$ cat src/rtl/tile_stream_reader.sv
// tile_stream_reader: fetches a tile one BRAM word (row) at a time into ping-pong
// row buffers and emits it as a row-major valid/ready pixel stream.
module tile_stream_reader #(
  parameter int ADDR_W    = 12,
  parameter int WORD_BITS = 256,
  parameter int PIX_BITS  = 8,
  parameter int MAX_W     = 24,
  parameter int MAX_H     = 24,
  parameter int BRAM_LAT  = 2
) (
  input  logic                         clk,
  input  logic                         rst,
  input  logic                         start,
  input  logic [ADDR_W-1:0]            cfg_base,
  input  logic [$clog2(MAX_W+1)-1:0]   cfg_cols,
  input  logic [$clog2(MAX_H+1)-1:0]   cfg_rows,
  output logic                         busy,
  output logic                         done,
  output logic                         bram_en,
  output logic [ADDR_W-1:0]            bram_addr,
  input  logic [WORD_BITS-1:0]         bram_rdata,
  output logic [PIX_BITS-1:0]          pix_data,
  output logic                         pix_valid,
  output logic                         pix_row_last,
  output logic                         pix_tile_last,
  input  logic                         pix_ready
);
  localparam int CW = $clog2(MAX_W + 1);
  localparam int RW = $clog2(MAX_H + 1);
  typedef enum logic [1:0] {IDLE, RUN, FIN} state_t;
  state_t state, state_n;
  logic [ADDR_W-1:0] base;
  logic [CW-1:0] cols, x;
  logic [RW-1:0] rows, iss, row;
  logic [WORD_BITS-1:0] rbuf [2];
  logic [1:0] fb, set_m, clr_m;
  logic wp, rp, cap, hs, rel;
  logic [BRAM_LAT-1:0] fl;
  logic [2:0] infl, occ;
  // fl[i]: a read sampled i+1 edges ago; the top bit is captured on the coming edge
  always_comb begin
    infl = 3'($countones(fl));
    occ = 3'(fb[0]) + 3'(fb[1]) + infl;
    bram_en = state == RUN && iss < rows && occ < 3'd2;
    bram_addr = base + ADDR_W'(iss);
    cap = fl[BRAM_LAT-1];
    pix_valid = state == RUN && fb[rp];
    pix_row_last = pix_valid && x == cols - 1'b1;
    pix_tile_last = pix_row_last && row == rows - 1'b1;
    pix_data = rbuf[rp][x*PIX_BITS +: PIX_BITS];
    hs = pix_valid && pix_ready;
    rel = hs && pix_row_last;
    set_m = cap ? 2'b01 << wp : 2'b00;
    clr_m = rel ? 2'b01 << rp : 2'b00;
    busy = state == RUN;
    done = state == FIN;
    state_n = state == IDLE ? (start ? (cfg_cols == '0 || cfg_rows == '0 ? FIN : RUN) : IDLE)
            : state == RUN ? (hs && pix_tile_last ? FIN : RUN) : IDLE;
  end
  always_ff @(posedge clk) begin
    if (rst) begin
      state <= IDLE;
      base <= '0;
      cols <= '0;
      rows <= '0;
      x <= '0;
      row <= '0;
      iss <= '0;
      fb <= '0;
      wp <= 1'b0;
      rp <= 1'b0;
      fl <= '0;
      rbuf[0] <= '0;
      rbuf[1] <= '0;
    end else begin
      state <= state_n;
      fl <= (fl << 1) | BRAM_LAT'(bram_en);
      fb <= (fb | set_m) & ~clr_m;
      if (state == IDLE && start) begin
        base <= cfg_base;
        cols <= cfg_cols;
        rows <= cfg_rows;
        x <= '0;
        row <= '0;
        iss <= '0;
        wp <= 1'b0;
        rp <= 1'b0;
      end
      if (bram_en) iss <= iss + 1'b1;
      if (cap) begin
        rbuf[wp] <= bram_rdata;
        wp <= ~wp;
      end
      if (hs) x <= pix_row_last ? '0 : x + 1'b1;
      if (rel) begin
        row <= row + 1'b1;
        rp <= ~rp;
      end
    end
  end
endmodule

$ cat config.mk
export PLATFORM = sky130hd
export DESIGN_NAME = tile_stream_reader
export DESIGN_NICKNAME = d
export VERILOG_FILES = /design/src/rtl/tile_stream_reader.sv
export SDC_FILE = /design/constraint.sdc
export NUM_CORES = 1
export LEC_CHECK = 0
export CORE_MARGIN = 2
export CORE_UTILIZATION = 40
export DETAILED_ROUTE_END_ITERATION = 10
export GPL_TIMING_DRIVEN = 0
export SETUP_SLACK_MARGIN = 0.2
export SYNTH_ARGS = -nofsm -noshare
export SYNTH_HDL_FRONTEND = slang
export SYNTH_SLANG_ARGS = --single-unit
$ cat constraint.sdc
create_clock -name clk -period 9.9 [get_ports clk]
set_input_delay 1.98 -clock clk [delete_from_list [all_inputs] [get_ports clk]]
set_output_delay 1.98 -clock clk [all_outputs]
set_load 0.005 [all_outputs]
==> flow_metrics.py, run 1 <==
metrics = {
    "clocking": {
        "hold_buffers": 0,
        "cts_tree": "yes",
        "clockBufferDepth": 3,
        "cts.sinks": 558,
        "cts_max_level": 2,
        "path_clk_slew_ns": 0.06,
        "clock_latency_ns": 0.64,
        "root_buffer": "clkbuf_16",
        "cts_buffers": 59,
        "cts_resized": 0,
        "post_cts_buffers": 0,
    },
    "timing": {
        "hold_ws_ns": 0.4557,
        "fmax_mhz": 147.4,
        "rsz0062_at_grt": "no",
        "setup_violations": 0,
        "setup_tns_ns": 0,
        "period_needed_ns": 6.786,
        "skew_ns": 0.01885,
        "period_share": 0.6855,
        "slew_viol_final": 0,
        "worst-slew-pin-transition_ns": 1.252,
        "final-hold-violation-count": 0,
        "relSlewSlack": 0.1650,
    },
    "detailed_routing": {
        "drt-pass1-iter-count": 6,
        "post_drt_wl_per_cell_um": 25.47,
        "vias_per_cell": 5.392,
        "drt_wl_total_mm": 77.19,
        "final_antenna_net_count": 0,
        "drtIter0Drc": 1710,
        "drc_errors": 0,
        "num_vias": 16340,
    },
    "yosys": {
        "ys_async_sr_fraction": 0,
        "synth_top_area_cell": "edfxtp_1",
        "synth.top_cell.area_share": 0.6039,
        "yosysWarnings": 0,
        "synth.most_common_cell": "and2_1",
        "synth-edff-count": 512,
        "synth_area_mm2": 0.02546,
        "ys_seq_elements": 558,
        "synth_area_per_cell_um2": 14.44,
        "ys.flop_type": "edfxtp_1",
        "synth_area_leaders": "edfxtp_1 60%, and2_1 13%, mux4_2 10%",
        "yosys.cell_types.count": 63,
        "syn-instance-count": 1763,
        "synthesis.nets": 2061,
        "yosysSeqAreaShare": 0.6401,
        "synthTopCellsByCount": "518 x and2_1, 512 x edfxtp_1, 114 x mux4_2",
    },
    "critical_path": {
        "crit_start": "x[0]",
        "r2r-end": "rbuf[1][55]",
        "timing.rr.start": "fl[1]",
        "arrival_ns": 4.81,
        "required_ns": 7.92,
        "crit_type": "flip-flop to output port",
        "ff2ff_setup_slack_ns": 7.36,
        "start_kind": "flip-flop",
        "critPathTopFamily": "buffers and inverters",
        "crit_end": "pix_data[1]",
        "crit_slowest_cell": "clkbuf_1",
        "endpoint_kind": "output port",
        "cp.depth": 9,
        "crit_fanout": 10,
        "path_cells": "buf_2 > buf_2 > clkbuf_1 > mux4_2 > a22oi_1 > a21oi_1 > a21oi_1 > o22ai_1 > clkdlybuf4s50_1",
        "crit_buf_inv": 4,
        "slowest_delay_ns": 0.96,
        "r2r_cells": 5,
    },
    "finish": {
        "final_nets": 2436,
        "n_fill_cell": 5431,
        "drive_above_1_share": 0.1140,
        "area_delta_synth_final_pct": 24.43,
        "antennaDiodeCount": 0,
        "post-route-util": 0.5031,
        "final_area_mm2": 0.03168,
    },
    "floorplan": {
        "io_pins": 308,
        "die_h_um": 256.3,
        "dieArea_mm2": 0.06568,
        "start_util": 0.4043,
        "die_w_um": 256.3,
        "core_area_mm2": 0.06297,
        "rows": 92,
    },
    "power_and_ir_drop": {
        "cellPowerDensity_mw_per_mm2": 164.1,
        "ir_drop_mv": 0.1156,
        "leakage_uw": 0.01126,
    },
    "global_routing": {
        "grt_max_degree": 61,
        "grt_pass1_vias": 16500,
        "grt.overflow.total": 0,
        "grt_use_total": 0.2322,
        "grt_first_pass_wirelength_mm": 110.6,
        "antenna_found_initial": 8,
    },
    "place": {
        "hpwlAfterDp_mm": 55.84,
        "placedInstanceArea_mm2": 0.02982,
        "place_congestion": 0.8455,
        "io_buffers": 306,
    },
    "flow_run": {
        "drv_cap": 0,
    },
    "worst_hold_path": {
        "hold_class": "flip-flop to flip-flop",
    },
    "status": {
        "status": "complete, no violations",
    },
}
-- per-layer routing --
layer,global-route usage,wire length [um],part of all wire
met5,0,61,0.00079
met4,0.07099,2112,0.027
met3,0.04429,5715,0.074
met2,0.3817,37390,0.48
met1,0.3130,31910,0.41
-- stage by stage --
stage / power, uW / cells / setup slack (ns)
CTS: 5229 / 3031 / 3.276
floorplan: 2887 / 1763 / 0.5850
global route: 5335 / 3031 / 3.212
finish: 5199 / 3031 / 3.114
global placement: 3124 / 2915 / -3.638
detailed placement: 3090 / 2923 / 3.958
-- final cells by class --
cell class	count	area [um^2]	area share
Clock inverter	31	255.2	0.008058
Sequential cell	558	16300	0.5144
Timing Repair Buffer	314	3283	0.1036
Multi-Input combinational cell	1068	8598	0.2714
Buffer	119	513.0	0.01619
Clock buffer	77	1607	0.05071
Tap cell	846	1059	0.03342
Inverter	18	67.56	0.002133
-- flip-flops by register name, summed over array words and instances, names as in the netlist, named ones only --
signal  count
iss         5
state       2
wp          1
rp          1
rbuf      512
fb          2
rows        5
fl          2
cols        5
x           5
row         5
base       12
-- placed cells by master, fill, tap and decap left out, types with 11 or more instances in the layout --
cell and instances:
ha_1 14, buf_2 14, nand2b_1 15, xnor2_1 13, clkdlybuf4s50_1 306, dfxtp_1 46
buf_4 11, mux4_2 114, clkbuf_1 92, buf_1 11, a21oi_1 48, inv_1 17
nor2_1 34, clkbuf_16 59, nand2_1 82, o22ai_1 15, nand3_1 22, clkinv_2 15
and2_1 518, mux2i_1 29, edfxtp_1 512, a22oi_1 33
-- worst reg2reg max path, stage by stage (launching register included) --
cell	delay (ns)
dfxtp_1	0.36
nand2_1	0.14
nor2_1	0.55
clkbuf_1	0.60
clkbuf_1	0.55
and2_1	0.22
-- worst min-delay path by stage --
stage	startpoint	cells past startpoint	endpoint
4_1_cts	fl[0]	2	fl[1]
6_report	fl[0]	2	fl[1]
3_3_place_gp	fl[0]	2	fl[1]
3_5_place_dp	fl[0]	2	fl[1]
2_1_floorplan	fl[0]	2	fl[1]
5_1_grt	base[2]	2	base[2]
-- power breakdown --
group          total (uW)  switching, uW  internal [uW]
sequential           2690           28.3           2660
clock                2160            920           1240
combinational         348            169            178
-- cells by family (layout without fill, tap and decap cells) --
kind of cell    count (synthesis)  count (layout)  synth area share
mux                           149             149            0.1149
xor+xnor                       23              23          0.007912
compound gates                163             163           0.04207
buf+inv                       137             559           0.02280
simple gates                  717             717            0.1638
flops                         558             558            0.6401
fa+ha+maj                      16              16          0.008453
No activity file was read; power rests on OpenSTA's default activity.
==> run 2: changes to the inputs <==
==> constraint.sdc (replaced) <==
create_clock -name clk -period 6.1 [get_ports clk]
set_input_delay 1.22 -clock clk [delete_from_list [all_inputs] [get_ports clk]]
set_output_delay 1.22 -clock clk [all_outputs]
set_load 0.005 [all_outputs]
==> run 2 against run 1 <==
  * Cell area down 0.11%
  * Via count grew 0.28%
  * Routed wire length increased by 1.1%
  * Critical path type unchanged
  * Highest routed layer unchanged
==> flow_metrics.py, run 2 (synthesis gave the netlist of run 1 again) <==
metrics = {
    "timing": {
        "fmax_mhz": 171.6,
        "relSlewSlack": 0.2432,
        "slew_viol_final": 0,
        "skew_ns": 0.01385,
        "rsz0062_at_grt": "no",
        "final-hold-violation-count": 0,
        "fin_ws_ns": 0.2737,
        "period_share": 0.9551,
        "setup_violations": 0,
        "hold_ws_ns": 0.4472,
        "period_needed_ns": 5.826,
        "worst-slew-pin-transition_ns": 1.135,
    },
    "place": {
        "io_buffers": 306,
        "placedInstanceArea_mm2": 0.02983,
        "place_congestion": 0.8423,
        "hpwlAfterDp_mm": 56.13,
        "place_ws_ns": 1.012,
    },
    "floorplan": {
        "rows": 92,
        "dieArea_mm2": 0.06568,
        "die_h_um": 256.3,
        "start_util": 0.4043,
        "die_w_um": 256.3,
        "io_pins": 308,
        "core_area_mm2": 0.06297,
    },
    "power_and_ir_drop": {
        "finalPower_uw": 8386,
        "leakage_uw": 0.01122,
        "cellPowerDensity_mw_per_mm2": 265.0,
        "ir_drop_mv": 0.2209,
    },
    "clocking": {
        "root_buffer": "clkbuf_16",
        "post_cts_buffers": 0,
        "clockBufferDepth": 3,
        "cts.sinks": 558,
        "cts_tree": "yes",
        "hold_buffers": 0,
        "cts_max_level": 2,
        "cts_buffers": 59,
        "clock_latency_ns": 0.62,
        "path_clk_slew_ns": 0.06,
    },
    "critical_path": {
        "endpoint_kind": "output port",
        "required_ns": 4.88,
        "slowest_delay_ns": 0.88,
        "arrival_ns": 4.61,
        "crit_fanout": 10,
        "crit_type": "flip-flop to output port",
        "path_cells": "buf_2 > buf_2 > clkbuf_1 > mux4_2 > a22oi_1 > a21oi_1 > a21oi_1 > o22ai_1 > clkdlybuf4s50_1",
        "crit_slowest_cell": "clkbuf_1",
        "start_kind": "flip-flop",
    },
    "finish": {
        "regMostFlops": "rbuf",
        "final_nets": 2437,
        "post-route-util": 0.5026,
        "final_area_mm2": 0.03164,
        "largest_reg_flops": 512,
        "area_delta_synth_final_pct": 24.29,
        "final_cell_mix": "518 x and2_1, 512 x edfxtp_1, 306 x clkdlybuf4s50_1",
        "layout_commonest_cell": "and2_1",
        "drive_above_1_share": 0.1072,
        "reg.largest.list": "rbuf (512), base (12)",
    },
    "global_routing": {
        "grt_first_pass_wirelength_mm": 111.8,
        "grt_use_total": 0.2348,
        "grt_pass1_vias": 16760,
        "antenna_found_initial": 6,
        "grt_max_degree": 62,
        "grt.overflow.total": 0,
    },
    "status": {
        "status": "complete, no violations",
    },
    "detailed_routing": {
        "post_drt_wl_per_cell_um": 25.76,
        "vias_per_cell": 5.410,
        "drtIter0Drc": 1472,
        "drc_errors": 0,
        "drt-pass1-iter-count": 5,
        "final_antenna_net_count": 0,
        "drt_wl_total_mm": 78.04,
        "num_vias": 16390,
    },
    "flow_run": {
        "drv_cap": 0,
    },
    "worst_hold_path": {
        "hold_class": "flip-flop to flip-flop",
    },
}
==> run 2: worst max-delay path, delay by kind of cell, from the launching register on <==
| family | cells | cell delay, ns |
|---|---|---|
| DFF | 1 | 0.33 |
| muxes | 1 | 0.43 |
| AOI/OAI and AO/OA | 4 | 0.99 |
| buffers and inverters | 4 | 2.21 |
==> run 2: area by class of cell <==
class / instances / area, um^2
Fill cell: 5392 / 31320
Multi-Input combinational cell: 1068 / 8598
Antenna cell: 1 / 2.502
Clock buffer: 76 / 1583
Timing Repair Buffer: 315 / 3296
Tap cell: 846 / 1059
Inverter: 18 / 67.56
Clock inverter: 28 / 224.0
Sequential cell: 558 / 16300
Buffer: 119 / 519.2
==> run 2: power breakdown <==
part	internal, uW	total [uW]	switching [uW]
Combinational	290	566	276
Clock	1980	3450	1480
Sequential	4320	4370	46.5
==> run 2: final timing paths <==
check             startpoint  slack, ns           end  depth (start not counted)
setup reg to reg       fl[1]       3.36  rbuf[1][130]                          5
hold reg to reg        fl[0]       0.45         fl[1]                          2
hold / removal         fl[0]       0.45         fl[1]                          2
setup / recovery        x[0]       0.27   pix_data[1]                          9
==> run 2: repair_timing <==
action	in CTS	in global routing
setup endpoints to repair	0	2
hold endpoints to repair	0	0
resized for setup	0	2
==> run 2: per-stage QoR <==
step,TNS [ns],std cells
6_report,0,3029
3_3_place_gp,-889.54,2915
3_5_place_dp,0,2924
2_1_floorplan,0,1763
5_1_grt,0,3029
4_1_cts,0,3028
==> run 2: routing by layer <==
layer,part of all wire,vias to the layer above,wire length (um),track usage
met3,0.071,94,5556,0.04834
li1,-,7246,-,-
met5,0.00024,-,19,0
met4,0.022,4,1702,0.06173
met2,0.49,594,38500,0.3939
met1,0.41,8450,32260,0.3112
==> run 3: changes to the inputs <==
--- a/config.mk
+++ b/config.mk
@@ -5,6 +5,7 @@
 export SDC_FILE = /design/constraint.sdc
 export NUM_CORES = 1
 export LEC_CHECK = 0
+export CORE_ASPECT_RATIO = 2
 export CORE_MARGIN = 2
 export CORE_UTILIZATION = 40
 export DETAILED_ROUTE_END_ITERATION = 10
==> run 3 against run 2 <==
  * Global-route usage increased by 1.2 points
  * Count of clock-buffer cells in the layout decreased by 11
  * Final cell count decreased by 2.0%
  * Setup slack improved by 0.11 ns
  * Largest power group unchanged
==> flow_metrics.py, run 3 (synthesis gave the netlist of run 1 again) <==
metrics = {
    "finish": {
        "reg.largest.list": "rbuf (512), base (12)",
        "regMostFlops": "rbuf",
        "largest_reg_flops": 512,
        "stdcell_count": 2967,
        "area_delta_synth_final_pct": 23.41,
        "n_fill_cell": 5358,
        "final_area_mm2": 0.03142,
        "drive_above_1_share": 0.1055,
        "layout_commonest_cell": "and2_1",
        "final_cell_mix": "518 x and2_1, 512 x edfxtp_1, 306 x clkdlybuf4s50_1",
        "final_nets": 2429,
    },
    "timing": {
        "setup_violations": 0,
        "fmax_mhz": 174.9,
        "skew_ns": 0.02040,
        "period_share": 0.9371,
        "fin_ws_ns": 0.3834,
        "slew_viol_final": 0,
        "setup_tns_ns": 0,
        "final-hold-violation-count": 0,
        "rsz0062_at_grt": "no",
        "period_needed_ns": 5.717,
        "relSlewSlack": 0.2367,
        "worst-slew-pin-transition_ns": 1.141,
    },
    "clocking": {
        "cts_tree": "yes",
        "clock_latency_ns": 0.60,
        "path_clk_slew_ns": 0.06,
        "cts_resized": 0,
        "cts.sinks": 558,
        "hold_buffers": 0,
        "cts_buffers": 51,
        "cts_max_level": 2,
        "post_cts_buffers": 0,
        "clockBufferDepth": 3,
        "root_buffer": "clkbuf_16",
    },
    "critical_path": {
        "critPathTopFamily": "buffers and inverters",
        "endpoint_kind": "output port",
        "crit_slowest_cell": "clkbuf_1",
        "r2r_cells": 5,
        "cp.depth": 9,
        "arrival_ns": 4.50,
        "path_cells": "buf_2 > buf_2 > clkbuf_1 > mux4_2 > a22oi_1 > nand2_1 > a21oi_1 > o22ai_1 > clkdlybuf4s50_1",
        "crit_fanout": 10,
        "critical_path.most_common_cell": "buf_2",
        "slowest_delay_ns": 0.76,
        "required_ns": 4.88,
        "crit_type": "flip-flop to output port",
        "r2r-end": "rbuf[0][32]",
        "timing.rr.start": "wp",
        "ff2ff_setup_slack_ns": 3.31,
        "crit_buf_inv": 4,
        "start_kind": "flip-flop",
    },
    "global_routing": {
        "grt_first_pass_wirelength_mm": 115.1,
        "grt.overflow.total": 0,
        "grt_pass1_vias": 17030,
        "met2_usage": 0.4548,
        "grt_use_total": 0.2464,
        "busiest_layer": "met2",
        "grt_max_degree": 66,
        "grtUsageMet1": 0.2780,
        "grtUsageMet3": 0.03905,
        "antenna_found_initial": 9,
    },
    "detailed_routing": {
        "drtIter0Drc": 1358,
        "drc_errors": 0,
        "post_drt_wl_per_cell_um": 27.34,
        "drt-pass1-iter-count": 7,
        "drt_wl_total_mm": 81.11,
        "vias_per_cell": 5.474,
        "final_antenna_net_count": 0,
        "num_vias": 16240,
    },
    "worst_hold_path": {
        "whs_path_depth": 2,
        "min_from": "fl[0]",
        "holdPathEnd": "fl[1]",
        "hold_class": "flip-flop to flip-flop",
    },
    "floorplan": {
        "core_area_mm2": 0.06295,
        "rows": 130,
        "die_w_um": 182.4,
        "die_h_um": 360.8,
        "start_util": 0.4045,
        "dieArea_mm2": 0.06581,
        "io_pins": 308,
    },
    "flow_run": {
        "drv_cap": 0,
    },
    "power_and_ir_drop": {
        "p_clk_frac": 0.399,
        "seqPwrFrac": 0.532,
        "swShare": 0.2148,
        "ir_drop_mv": 0.1977,
        "cellPowerDensity_mw_per_mm2": 261.3,
        "p_comb_frac": 0.069,
        "leakage_uw": 0.01114,
        "power.internal_uw": 6447,
        "switchingPower_uw": 1763,
    },
    "place": {
        "dp_cells": 2870,
        "io_buffers": 306,
        "hpwlAfterDp_mm": 60.26,
        "place_ws_ns": 0.9637,
        "placedInstanceArea_mm2": 0.02977,
        "place_congestion": 0.8645,
    },
    "status": {
        "status": "complete, no violations",
    },
}
==> run 3: worst max-delay path by stage <==
stage	start	endpoint	slack [ns]
after floorplan	rst	rbuf[0][0]	0.55
after global placement	rst	rbuf[0][145]	-1.75
after detailed placement	x[1]	pix_data[1]	0.96
after CTS	x[1]	pix_data[1]	0.31
after global routing	x[1]	pix_data[1]	0.25
final	x[1]	pix_data[1]	0.38
==> run 3: layout make-up <==
type	instances	area (um^2)	area share
clock inverters	28	312.8	0.009955
diodes	4	10.01	0.0003186
multi-input cells	1068	8598	0.2737
well taps	792	991.0	0.03154
plain buffers	119	513.0	0.01633
repair buffers	315	3303	0.1051
clock buffers	65	1329	0.04229
flip-flops and latches	558	16300	0.5186
inverters	18	67.56	0.002150
==> run 3: per-stage QoR <==
step / hold slack [ns] / total power, uW / util
after floorplan: 0.4161 / 4659 / -
after global placement: 0.4454 / 5025 / 0.4689
after detailed placement: 0.4379 / 5020 / 0.4729
after CTS: 0.4520 / 8263 / 0.4990
after global routing: 0.4837 / 8413 / 0.4990
final: 0.4508 / 8210 / 0.4991
==> run 3: worst min-delay path, stage by stage (launching register included) <==
cell and delay [ns]:
dfxtp_1 0.30, inv_1 0.06, nor2_1 0.05
==> run 3: power groups by stage <==
stage / logic [uW] / registers (uW) / clock network [uW]
finish: 568 / 4370 / 3280
CTS: 573 / 4370 / 3320
global placement: 540 / 4480 / 0
floorplan: 201 / 4460 / 0
global route: 600 / 4380 / 3430
detailed placement: 570 / 4450 / 0
==> run 3: per-layer routing <==
| layer | wire (um) | vias up |
|---|---|---|
| met3 | 4808 | 153 |
| met2 | 43170 | 644 |
| met4 | 3819 | 16 |
| met1 | 29220 | 8206 |
| li1 | - | 7221 |
| met5 | 95 | - |
